### config.mk
export PLATFORM = sky130hd
export DESIGN_NAME = circularfifo_param
export DESIGN_NICKNAME = d
export VERILOG_FILES = /design/src/rtl/circularfifo_param.sv
export SDC_FILE = /design/constraint.sdc
export NUM_CORES = 1
export LEC_CHECK = 0
export ABC_AREA = 1
export BUFFER_PORTS_ARGS = -buffer_cell sky130_fd_sc_hd__buf_2
export CAP_MARGIN = 25
export CORE_UTILIZATION = 60
export CTS_CLUSTER_DIAMETER = 80
export DETAILED_ROUTE_END_ITERATION = 8
export HOLD_SLACK_MARGIN = 0.12
export PLACE_DENSITY = 0.78
export SETUP_SLACK_MARGIN = 0.2
export SYNTH_ARGS = -nofsm -noshare
export SYNTH_HDL_FRONTEND = slang
export SYNTH_SLANG_ARGS = --single-unit
### constraint.sdc
create_clock -name processor_clk -period 7.33 [get_ports processor_clk]
set_input_delay 0.3665 -clock processor_clk [delete_from_list [all_inputs] [get_ports processor_clk]]
set_output_delay 0.3665 -clock processor_clk [all_outputs]
set_load 0.05 [all_outputs]
### src/rtl/circularfifo_param.sv
// circularfifo_param: parametrised single-clock circular FIFO with occupancy, level flags, sticky errors and flush
module circularfifo_param #(
  parameter int DATA_WIDTH = 8,
  parameter int DEPTH      = 16,
  parameter int AF_LEVEL   = DEPTH - 2,
  parameter int AE_LEVEL   = 2
) (
  input  logic                      processor_clk,
  input  logic                      reset,
  input  logic                      flush,
  input  logic                      push,
  input  logic [DATA_WIDTH-1:0]     datainput,
  input  logic                      pop,
  output logic [DATA_WIDTH-1:0]     dataoutput,
  output logic                      full,
  output logic                      empty,
  output logic                      almost_full,
  output logic                      almost_empty,
  output logic [$clog2(DEPTH):0]    count,
  output logic                      overflow,
  output logic                      underflow
);
  localparam int AW = $clog2(DEPTH);
  localparam logic [AW:0] ONE = (AW+1)'(1);
  localparam logic [AW:0] AF  = (AW+1)'(AF_LEVEL);
  localparam logic [AW:0] AE  = (AW+1)'(AE_LEVEL);
  logic [DATA_WIDTH-1:0] r_mem [DEPTH];
  logic [AW:0] r_w_ptr, r_r_ptr, w_count;
  logic w_pop_ok, w_push_ok;
  assign w_count      = r_w_ptr - r_r_ptr;
  assign empty        = r_w_ptr == r_r_ptr;
  assign full         = (r_w_ptr[AW-1:0] == r_r_ptr[AW-1:0]) && (r_w_ptr[AW] != r_r_ptr[AW]);
  assign count        = w_count;
  assign almost_full  = w_count >= AF;
  assign almost_empty = w_count <= AE;
  // flush swallows any push/pop in its cycle, so neither is accepted
  assign w_pop_ok     = pop & ~empty & ~flush;
  assign w_push_ok    = push & ~flush & (~full | w_pop_ok);
  always_ff @(posedge processor_clk)
    if (w_push_ok) r_mem[r_w_ptr[AW-1:0]] <= datainput;
  always_ff @(posedge processor_clk or posedge reset) begin
    if (reset) begin
      r_w_ptr    <= '0;
      r_r_ptr    <= '0;
      overflow   <= 1'b0;
      underflow  <= 1'b0;
      dataoutput <= '0;
    end else if (flush) begin
      r_w_ptr    <= '0;
      r_r_ptr    <= '0;
      overflow   <= 1'b0;
      underflow  <= 1'b0;
      dataoutput <= '0;
    end else begin
      if (w_push_ok) r_w_ptr <= r_w_ptr + ONE;
      if (w_pop_ok) begin
        r_r_ptr    <= r_r_ptr + ONE;
        dataoutput <= r_mem[r_r_ptr[AW-1:0]];
      end
      if (push & ~w_push_ok) overflow <= 1'b1;
      if (pop & empty) underflow <= 1'b1;
    end
  end
endmodule

# Word-level counts from Yosys, hierarchy flattened
# Memory sizes are Yosys's and may differ from the RTL's.
# Index checks and enable logic that the tools add are counted.
[word_totals]
mem_count = 1
word_cells = 42
output_inout_bits = 19
mem_bits_rw = 128
latch_bits = 0
regBits = 20
mem_bits_ro = 0
inputBits = 13
[mem_list]
columns = ["name", "words", "width", "read_ports", "rd_clocked_by_memory_dff", "wr", "line", "text"]
rows = [
  ["r_mem", 16, 8, 1, 0, 1, "27", "logic [DATA_WIDTH-1:0] r_mem [DEPTH];"],
]
[op_classes]
n_eq_ne = 3
n_lt_le_gt_ge = 2
n_mux = 12
addsub = 3
bitwise_logic = 11
n_div = 0
shift = 0
reduce_logical = 5
mul = 0
[ops]
columns = ["cell", "n"]
rows = [
  ["$mux 5", 4],
  ["$mux 8", 2],
  ["$add 5x1->5 const B", 2],
  ["$reduce_bool 2->1", 4],
  ["$and 1x1->1", 6],
  ["$mux 1", 6],
  ["$eq 5x5->1", 1],
  ["$ge 5x4->1 const B", 1],
  ["$le 5x2->1 const B", 1],
  ["$sub 5x5->5", 1],
  ["$eq 4x4->1", 1],
  ["$not 1->1", 4],
  ["$logic_and 1x1->1", 1],
  ["$ne 1x1->1", 1],
  ["$or 1x1->1", 1],
]

# Longest topological paths before layout
[depth]
ltp_word = 10
mapped_depth = 12
mapped_depth_nobuf = 10

# Worst setup path after synthesis
# Ideal clock, no wire load.
[synth_timing]
path_type = "register -> output"
from = "register r_r_ptr[1]"
to = "output almost_empty"
stages_incl_launch_ff = 8
required_time_ns = 6.963
arrival_ns = 2.774
n_path_buf = 2
path_slack_ns = 4.190
cell_sequence = "dfrtp_1 > buf_4 > inv_2 > buf_2 > fa_1 > inv_1 > o21ai_0 > nor3_1"
[synth_between]
elab_chain_len = 2
[synth_rtl]
columns = ["item", "line", "text"]
rows = [
  ["start, declared", "28", "logic [AW:0] r_w_ptr, r_r_ptr, w_count;"],
  ["start signal, assigned", "57", "r_r_ptr <= r_r_ptr + ONE;"],
  ["$sub 5x5->5", "30", "assign w_count = r_w_ptr - r_r_ptr;"],
  ["net count[1]", "19", "output logic [$clog2(DEPTH):0] count,"],
  ["$le 5x2->1", "35", "assign almost_empty = w_count <= AE;"],
  ["end, declared", "18", "output logic almost_empty,"],
]
# The timed path passes the listed nets, and every way through them passes these cells.

# Worst setup path after layout
[layout_timing]
from = "register r_r_ptr[1]"
to = "output almost_empty"
[layout_between]
elab_chain_len = 2
[layout_rtl]
columns = ["item", "line"]
rows = [
  ["$sub 5x5->5", "30"],
  ["$le 5x2->1", "35"],
]
# Every way passes these cells.

==> impl_metrics.toml <==
[clock_network]
cts_sinks = 148
clock-root-buffer = "clkbuf_16"
cts.reportedPaths.clkPinSlew_ns = 0.06
ctsResizeCount = 0
htree_num_levels = 4
clockBufferDepth = 2
clk_latency_ns = 0.42
cts_tree = "done"
cts_buffers = 17

[power]
powerDensity_mw_per_mm2 = 288
switchingPower_uw = 695
total_leakage_power_uw = 0.00356
p_seq_share_pct = 42.9
p_total_uw = 2210
swShare_pct = 31.5
intPower_uw = 1510
clkPwrFrac_pct = 37.5
p_comb_share_pct = 19.6
ir_worst_vdd_uv = 212

[timing]
slew_violations = 0
worst_clock_skew_ns = 0.00805
slew_headroom_pct = 45.2
min_period_over_period_pct = 47.1
fmax_ghz = 0.290
hold_violations = 0
rsz0062_at_grt = "no"
fin_crit_ns = 3.45
finalSetupTns_ns = 0
tightest_slew_ns = 0.821
setup_viol = 0
hold_slack_ns = 0.322

[synth]
synth.area.mux_share_pct = 0
syn-num-nets = 735
synth-simple-area-share_pct = 22.3
synth-adder-area-share_pct = 1.94
synth_area_leaders = "edfxtp_1 (56%), nand2_1 (13%), inv_1 (7.5%), dfrtp_1 (7.3%), nand3_1 (6.7%)"
synth_top_family_by_area = "simple AND/OR/NAND/NOR gates"
synth_top_area_share_pct = 56.2
ys_types = 27
synthFlopType = "edfxtp_1"
yosysSeqAreaShare_pct = 63.6
synth_most_common_cell = "nand2_1"
synthXorXnorAreaFrac_pct = 1.03
synth_top_cell_by_area = "edfxtp_1"
syn_area_per_cell_sq_um = 9.60
ys_top_cells_by_count = "nand2_1 (234), inv_1 (137), edfxtp_1 (128), nand3_1 (92), nor2_1 (25)"
synth_edf_count = 128
synthCells = 712
synth_compound_area_share_pct = 1.24
syn_area_sq_mm = 0.00684
yosysWarnings = 0
async_reset_ff_share_pct = 13.5
synth_seq_cells = 148

[placed_design]
dpl_cell_area_sq_mm = 0.00704
dp.cells = 860
gp_congestion = 0.909
dpl.hpwl_um = 10200
portBuffers = 31

[global_route]
grt_usage_pct = 28.8
grt-ovfl-total = 0
grt_max_degree = 69
grt_pass1_vias = 4755
antenna_found_initial = 0
grt_pass1_wl_um = 24100

[floorplan]
ios = 32
die_width_um = 109
dieArea_sq_mm = 0.0118
start_util_pct = 62.2
die_y_um = 109
core_sq_mm = 0.0110
rows = 38

[cells_and_area]
stdcell_count = 895
syn_to_final_growth_pct = 12.0
diodes = 0
drive_gt1_share_pct = 10.5
post-route-cell-area_sq_mm = 0.00765
nets = 765

[worst_setup_path]
arrival_ns = 3.08
worstPathRequired_ns = 6.96
crit_path_start_kind = "flop"
path_max_fanout = 35
crit_type = "flop to output port"
end_kind = "output port"
reg2reg_slack_ns = 3.95

[flow_run]
cap_violations = 0

[drt]
wirelength_um = 15800
ant_nets = 0
drc = 0
wl_per_cell_um = 17.6
first_pass_iters = 5
viasPerCell = 5.46
drt_iter0_markers = 485
vias = 4885

[min_path]
hold_path_class = "primary input to flop"

[run_status]
status = "completed"
[layout by cell type (no fill, tap or decap), types with 2 or more instances in the layout]
master	instances
buf_2	31
nor3_1	2
edfxtp_1	128
nand2_2	4
xor2_1	6
nor2_1	25
o21ai_0	8
a21oi_1	2
ha_1	9
nand2_4	2
inv_1	137
clkinv_4	4
nand4_1	4
inv_2	4
nand2_1	234
clkinvlp_4	4
xnor2_1	2
clkinv_1	3
clkbuf_16	17
nand3_1	92
dfrtp_1	19
o21a_1	2
inv_6	4
[power groups by stage]
stage	Clock, uW	Sequential [uW]	Combinational (uW)
CTS	830	950	418
finish	827	946	433
global route	862	948	466
detailed placement	0	967	413
floorplan	0	991	288
global placement	0	966	405
[area by class of cell]
type	count	area, sq um
Sequential cell	148	4350
Fill cell	806	3330
Multi-Input combinational cell	396	1810
Inverter	144	541
Clock buffer	17	425
Timing Repair Buffer	35	208
Tap cell	140	175
Clock inverter	15	146
[registers in the layout, summed over array words and instances (netlist names)]
name        flops
overflow        1
r_r_ptr         5
dataoutput      8
r_mem         128
r_w_ptr         5
underflow       1
[worst max-delay path: stages, from the launching register on]
cell and delay, ns:
dfrtp_1 0.73, buf_8 0.26, inv_2 0.26, fa_1 0.51, xnor2_1 0.25, o21ai_0 0.13
nor3_1 0.22, buf_2 0.30
[per-stage QoR]
stage | setup slack (ns) | utilization, %
after global routing | 3.76 | 69.7
after detailed placement | 3.55 | 64.1
final | 3.88 | 69.7
after floorplan | 4.19 | -
after global placement | 3.75 | 64.1
after CTS | 3.37 | 69.4
[worst paths after layout]
kind	start	to	cells past startpoint
min in group asynchronous	reset	dataoutput[2]$_DFFE_PP0P_	3
hold / removal	push	overflow$_DFFE_PP0P_	4
max in group asynchronous	reset	r_r_ptr[0]$_DFFE_PP0P_	3
hold reg to reg	dataoutput[0]$_DFFE_PP0P_	dataoutput[0]$_DFFE_PP0P_	2
setup reg to reg	r_r_ptr[1]$_DFFE_PP0P_	r_mem[10][5]$_DFFE_PP_	10
setup / recovery	r_r_ptr[1]$_DFFE_PP0P_	almost_empty	7
[routing by layer]
layer	track usage, %	up-vias	wire length (um)
li1	-	2309	-
met3	8.25	38	1410
met4	12.8	0	439
met5	0	-	0
met2	46.8	240	7670
met1	35.9	2298	6260
[kinds of logic (layout without fill, tap and decap cells)]
group | after synthesis | after routing
AND/OR/NAND/NOR | 364 | 364
AO/OA/AOI/OAI | 14 | 14
XOR/XNOR | 8 | 8
buffers and inverters | 168 | 211
flip-flops | 148 | 148
adder cells (fa/ha/maj) | 10 | 10
[repair_timing]
action,CTS,global route
hold buffers,1,0
endpoints found under the setup margin,0,0
buffers inserted,0,0
hold endpoints to repair,20,0
(Power assumes the default switching activity.)
